File: config.mk
export PLATFORM = sky130hd
export DESIGN_NAME = j1_cpu_flat
export DESIGN_NICKNAME = d
export VERILOG_FILES = /design/src/rtl/j1_cpu_if.sv /design/src/rtl/j1_cpu.sv /design/src/flat_wrapper.sv
export SDC_FILE = /design/constraint.sdc
export NUM_CORES = 1
export LEC_CHECK = 0
export CAP_MARGIN = 20
export CORE_AREA = 2 2 216 218
export CTS_BUF_LIST = sky130_fd_sc_hd__clkbuf_8
export CTS_CLUSTER_DIAMETER = 100
export DETAILED_ROUTE_END_ITERATION = 12
export DIE_AREA = 0 0 218 220
export GPL_TIMING_DRIVEN = 0
export PLACE_DENSITY_LB_ADDON = 0.05
export SYNTH_ARGS = -nofsm -noshare
export SYNTH_HDL_FRONTEND = slang
export SYNTH_SLANG_ARGS = --single-unit
export TNS_END_PERCENT = 1
File: constraint.sdc
create_clock -name clk -period 4.23 [get_ports clk]
set_input_delay 0.423 -clock clk [delete_from_list [all_inputs] [get_ports clk]]
set_output_delay 0.423 -clock clk [all_outputs]
set_load 0.005 [all_outputs]
File: src/rtl/j1_cpu_if.sv
// Code/data/I-O bus between the j1 core and its dual-port synchronous RAM wrapper.
// Bus semantics: there is no valid/ready handshake. code_addr and mem_addr are
// presented every cycle, and the RAM answers on insn/io_din one clock later. The
// single-cycle strobes mem_wr, io_wr and io_rd qualify mem_addr/dout during the
// cycle in which they are high, and the slave acts on them at the closing edge.
interface j1_cpu_if #(
  parameter int LOG2ABITS = 11,
  parameter int DWIDTH    = 16
);
  logic [DWIDTH-1:0]    insn;
  logic [LOG2ABITS-1:0] code_addr;
  logic [LOG2ABITS-1:0] mem_addr;
  logic [DWIDTH-1:0]    dout;
  logic                 mem_wr;
  logic                 io_wr;
  logic                 io_rd;
  logic [DWIDTH-1:0]    io_din;

  modport master (
    input  insn, io_din,
    output code_addr, mem_addr, dout, mem_wr, io_wr, io_rd
  );

  modport slave (
    output insn, io_din,
    input  code_addr, mem_addr, dout, mem_wr, io_wr, io_rd
  );
endinterface

File: src/rtl/j1_cpu.sv
// J1a-class 16-bit Forth stack CPU: one instruction per clock, with internal
// 16-deep circular data and return stacks, fetching code from a synchronous RAM.
module j1_cpu #(
  parameter int LOG2ABITS = 11,
  parameter int DWIDTH    = 16
) (
  input  logic     clk,
  input  logic     reset,
  j1_cpu_if.master bus
);

  localparam logic [LOG2ABITS-1:0] PC_ONE = LOG2ABITS'(1);

  logic [LOG2ABITS-1:0] pc, pc_next, pc_plus1;
  logic [DWIDTH-1:0]    t, t_next, n, r, alu, rwd;
  logic [3:0]           dsp, dsp_next, rsp, rsp_next;
  logic                 dwe, rwe;
  logic [DWIDTH-1:0]    dstack [16];
  logic [DWIDTH-1:0]    rstack [16];

  logic [DWIDTH-1:0]    insn;
  logic                 is_lit, is_alu;
  logic [2:0]           func;
  logic [3:0]           op;
  logic                 unused_ok;

  assign insn      = bus.insn;
  assign is_lit    = insn[15];
  assign is_alu    = (insn[15:13] == 3'b011);
  assign func      = insn[6:4];
  assign op        = insn[11:8];
  assign unused_ok = insn[7];

  assign n        = dstack[dsp];
  assign r        = rstack[rsp];
  assign pc_plus1 = pc + PC_ONE;

  always_comb begin
    alu = t;
    unique case (op)
      4'd0:  alu = t;
      4'd1:  alu = n;
      4'd2:  alu = t + n;
      4'd3:  alu = t & n;
      4'd4:  alu = t | n;
      4'd5:  alu = t ^ n;
      4'd6:  alu = ~t;
      4'd7:  alu = {DWIDTH{n == t}};
      4'd8:  alu = {DWIDTH{$signed(n) < $signed(t)}};
      4'd9:  alu = {t[DWIDTH-1], t[DWIDTH-1:1]};
      4'd10: alu = {t[DWIDTH-2:0], 1'b0};
      4'd11: alu = r;
      4'd12: alu = bus.io_din;
      4'd13: alu = bus.io_din;
      4'd14: alu = {{(DWIDTH-4){1'b0}}, dsp};
      4'd15: alu = {DWIDTH{n < t}};
    endcase
  end

  always_comb begin
    pc_next  = pc_plus1;
    t_next   = t;
    dsp_next = dsp;
    rsp_next = rsp;
    dwe      = 1'b0;
    rwe      = 1'b0;
    rwd      = t;
    if (is_lit) begin
      t_next   = {1'b0, insn[14:0]};
      dsp_next = dsp + 4'd1;
      dwe      = 1'b1;
    end else begin
      unique case (insn[14:13])
        2'b00: pc_next = insn[LOG2ABITS-1:0];
        2'b01: begin
          if (t == '0) pc_next = insn[LOG2ABITS-1:0];
          t_next   = n;
          dsp_next = dsp - 4'd1;
        end
        2'b10: begin
          rsp_next = rsp + 4'd1;
          rwe      = 1'b1;
          rwd      = {{(DWIDTH-LOG2ABITS){1'b0}}, pc_plus1};
          pc_next  = insn[LOG2ABITS-1:0];
        end
        2'b11: begin
          if (insn[12]) pc_next = r[LOG2ABITS-1:0];
          t_next   = alu;
          dsp_next = dsp + {{2{insn[1]}}, insn[1:0]};
          rsp_next = rsp + {{2{insn[3]}}, insn[3:2]};
          dwe      = (func == 3'd1);
          rwe      = (func == 3'd2);
        end
      endcase
    end
  end

  always_ff @(posedge clk or posedge reset) begin
    if (reset) begin
      pc  <= '0;
      t   <= '0;
      dsp <= '0;
      rsp <= '0;
    end else begin
      pc  <= pc_next;
      t   <= t_next;
      dsp <= dsp_next;
      rsp <= rsp_next;
    end
  end

  // Stack RAMs carry no reset; the entries are simply overwritten as the stacks are used.
  always_ff @(posedge clk) begin
    if (dwe && !reset) dstack[dsp_next] <= t;
    if (rwe && !reset) rstack[rsp_next] <= rwd;
  end

  assign bus.code_addr = reset ? '0 : pc_next;
  assign bus.mem_addr  = t[LOG2ABITS-1:0];
  assign bus.dout      = n;
  assign bus.mem_wr    = !reset && is_alu && (func == 3'd3);
  assign bus.io_wr     = !reset && is_alu && (func == 3'd4);
  assign bus.io_rd     = !reset && is_alu && (func == 3'd5);

endmodule

File: src/flat_wrapper.sv
// flat-port wrapper written by rule: the top's interface ports become plain ports
module j1_cpu_flat 
#(
  parameter int LOG2ABITS = 11,
  parameter int DWIDTH    = 16
)
  (clk, reset, bus_insn, bus_io_din, bus_code_addr, bus_mem_addr, bus_dout, bus_mem_wr, bus_io_wr, bus_io_rd);
  j1_cpu_if #(.LOG2ABITS(LOG2ABITS), .DWIDTH(DWIDTH)) bus_i ();
  input  logic clk;
  input  logic reset;
  input wire logic [$bits(bus_i.insn)-1:0] bus_insn;
  input wire logic [$bits(bus_i.io_din)-1:0] bus_io_din;
  output wire logic [$bits(bus_i.code_addr)-1:0] bus_code_addr;
  output wire logic [$bits(bus_i.mem_addr)-1:0] bus_mem_addr;
  output wire logic [$bits(bus_i.dout)-1:0] bus_dout;
  output wire logic [$bits(bus_i.mem_wr)-1:0] bus_mem_wr;
  output wire logic [$bits(bus_i.io_wr)-1:0] bus_io_wr;
  output wire logic [$bits(bus_i.io_rd)-1:0] bus_io_rd;
  assign bus_i.insn = bus_insn;
  assign bus_i.io_din = bus_io_din;
  assign bus_code_addr = bus_i.code_addr;
  assign bus_mem_addr = bus_i.mem_addr;
  assign bus_dout = bus_i.dout;
  assign bus_mem_wr = bus_i.mem_wr;
  assign bus_io_wr = bus_i.io_wr;
  assign bus_io_rd = bus_i.io_rd;
  j1_cpu #(.LOG2ABITS(LOG2ABITS), .DWIDTH(DWIDTH)) u_core (.clk(clk), .reset(reset), .bus(bus_i));
endmodule
==> impl_metrics.yaml <==
clocking:
  clkLatencyLatePin_ns: 0.70
  clkTransAtPathRegs_ns: 0.06
  root_buffer: "clkbuf_8"
  cts_buffer_depth: 3
  cts_sinks: 547
  cts_tree: "yes"
  cts-buffers-inserted: 88
  htreeDepth: 3
detailed_routing:
  vias: 15400
  vias_per_cell: 6.36
  drtAntennaViolNets: 0
  firstDrtPassIters: 6
  drc_errors: 0
  wl_per_cell_um: 30.2
  drt_iter0_drc: 1563
  wl_um: 72800
power:
  finalPower_mw: 18.7
  leakagePower_nw: 9.95
  ir_worst_vdd_v: 0.000394
  powerDensity_mw_per_mm2: 643
critical_path:
  worstSetupEndpointType: "register"
  cp_max_fo: 10
  arrival_ns: 4.81
  cp-startpoint: "u_core.dsp[3]"
  critPathSlowestCell: "dfrtp_1"
  timing.rr.start: "u_core.dsp[3]"
  slowest_delay_ns: 0.90
  required_ns: 4.76
  path_cells: "clkdlybuf4s15_2 > mux4_2 > inv_1 > ha_4 > nor4_4 > nand4_1 > a21oi_2 > nor4_2 > a41o_1 > a31oi_4 > buf_12 > a41oi_1"
  crit_type: "reg2reg"
  cp-start-kind: "register"
timing:
  relSlewSlack: 0.291
  fin_crit_ns: 4.28
  grt_setup_unrepaired: "yes"
  holdWs_ns: 0.334
  finalWorstSetupSlack_ns: -0.0500
  fmax_ghz: 0.234
  setup_viol_count_final: 17
  period_share: 1.01
  clock-skew-final_ns: 0.0296
  finalHoldViolations: 0
  finalMaxSlewViolations: 0
  worst_pin_slew_ns: 1.06
synth:
  synth_top_cell_by_area: "edfxtp_1"
  synth_mux_area_frac: 0.147
  synth_area_mm2: 0.0249
  yosysWarningCount: 0
  yosys.area_share.xor_xnor: 0.00916
  synth_seq_area_share: 0.653
  yosys-top-cells-area: "edfxtp_1 62%, mux4_2 11%, dfrtp_1 3.5%"
  avgSynthCellArea_um2: 16.2
  ys_types: 73
  synth_top_family_by_area: "multiplexers"
  synth_nets: 1624
  async_flop_share: 0.0640
  synth-edff-count: 512
  synth-main-ff-cell: "edfxtp_1"
  synth_top_area_frac: 0.618
  yosys.area_share.simple: 0.0600
  ys_ff_latch: 547
  synth_compound_area_frac: 0.0699
  syn_inst: 1531
  synthAdderAreaFrac: 0.0306
finish:
  seqCellArea_mm2: 0.0163
  final_layout_size_suffix_gt1_frac: 0.235
  multi_input_area_mm2: 0.00810
  diodes: 0
  layout.nets: 1831
  synthToLayoutAreaGrowth_pct: 17.2
  finish.utilization: 0.636
  num-fill-cells: 3366
grt:
  first_global_vias: 15200
  grt_pass1_wl_um: 105000
  grt_overflow: 0
  grt_max_degree: 26
  grt.total_usage: 0.311
  antenna_found_initial: 0
floorplan:
  ios: 75
  start_util: 0.542
  die_area_mm2: 0.0480
  dieHeight_um: 220
  rows: 79
  core-area_mm2: 0.0459
  die_w_um: 218
hold_path:
  min_from: "bus_insn[13]"
  hold_class: "in2reg"
placed_design:
  portBuffers: 72
  dp_hpwl_um: 50800
  gp_congestion: 0.941
outcome:
  violations: "setup timing"
  outcome: "finished with violations"
flow_run:
  drv_cap: 0
cells by family (layout without fill, tap and decap cells):
| kind of cell | Yosys count | in the layout |
|---|---|---|
| xor+xnor | 26 | 26 |
| compound gates | 263 | 263 |
| fa+ha+maj | 59 | 59 |
| mux | 172 | 172 |
| simple gates | 313 | 313 |
| buf+inv | 151 | 426 |
| flops | 547 | 547 |
critical path, delay by kind of cell, from the launching register on:
kind	cells	cell delay, ns
adder cells (fa/ha/maj)	1	0.24
buffers and inverters	3	0.87
AND/OR/NAND/NOR	3	0.80
multiplexers	1	0.47
flip-flops	1	0.90
AO/OA/AOI/OAI	4	0.83
sequential cells by signal (all words and copies together) (netlist names):
signal         count
u_core.rstack    256
u_core.pc         11
u_core.rsp         4
u_core.dsp         4
u_core.t          16
u_core.dstack    256
cell usage after synthesis, types with 20 or more instances:
master    number
clkbuf_1      38
mux4_2       121
a31oi_1       20
edfxtp_1     512
inv_1         53
nand2_1       76
ha_1          56
mux4_1        25
o22ai_1       29
dfrtp_1       35
nor2_1       102
a22oi_1       26
nor3_1        26
mux2i_1       21
a21oi_1       65
o21ai_0       37
path summary, 6_finish.rpt:
| kind | end | slack, ns | depth (start not counted) |
|---|---|---|---|
| hold / removal | u_core.dsp[1] | 0.33 | 5 |
| hold reg to reg | u_core.pc[10] | 0.65 | 2 |
| max in group asynchronous | u_core.t[1] | 3.16 | 4 |
| min in group asynchronous | u_core.pc[7] | 0.51 | 3 |
| setup / recovery | u_core.t[9] | -0.05 | 12 |
| setup reg to reg | u_core.t[9] | -0.05 | 12 |
cell type report:
class,count,share of cell area
Multi-Input combinational cell,833,0.278
Inverter,54,0.00695
Clock buffer,99,0.0467
Timing Repair Buffer,119,0.0498
Clock inverter,59,0.0118
Tap cell,607,0.0261
Buffer,95,0.0222
Sequential cell,547,0.559
layer usage:
| metal | up-vias | share of wire | global-route usage |
|---|---|---|---|
| li1 | 6572 | - | - |
| met2 | 709 | 0.48 | 0.503 |
| met1 | 7950 | 0.42 | 0.429 |
| met3 | 122 | 0.072 | 0.0508 |
| met4 | 0 | 0.029 | 0.116 |
| met5 | - | 0 | 0 |
per-stage QoR:
stage	cells	TNS [ns]	worst slack [ns]	cell area (um^2)
2_1_floorplan	1531	0	0.306	24900
3_3_place_gp	2210	-675.10	-2.01	26300
3_5_place_dp	2243	-166.22	-1.52	27100
4_1_cts	2403	-2.73	-0.196	29000
5_1_grt	2413	-3.79	-0.199	29200
6_report	2413	-0.463	-0.0500	29200
placed cells by master (no fill, tap or decap), drive strengths merged, types with 8 or more instances in the layout:
cell type and instances:
a31oi 21, clkinv 22, a22oi 26, or2 8, dfrtp 35, nor2 102
and3 8, mux2i 21, nand2b 10, clkdlybuf4s50 72, ha 56, nand2 76
buf 103, nor3 27, o21ai 45, and2 16, inv 85, mux4 146
xnor2 17, nand3 16, nor2b 13, edfxtp 512, a21oi 65, clkbuf 136
nand4 8, xor2 9, o22ai 29, nor4 11
report_power, final:
part           internal, mW  total [mW]  switching (mW)
registers              6.53        6.98           0.451
clock network          2.33        4.42            2.09
logic                  3.09        7.34            4.25
total                  12.0        18.7            6.79
repair_timing:
item | 4_1_cts | 5_1_grt
gates resized for setup | 52 | 31
endpoints found under the setup margin | 34 | 55
buffers inserted | 3 | 7
pin swaps | 2 | 5
endpoints found under the hold margin | 0 | 0
hold buffers | 0 | 0
Power figures use the tool's default switching activity.
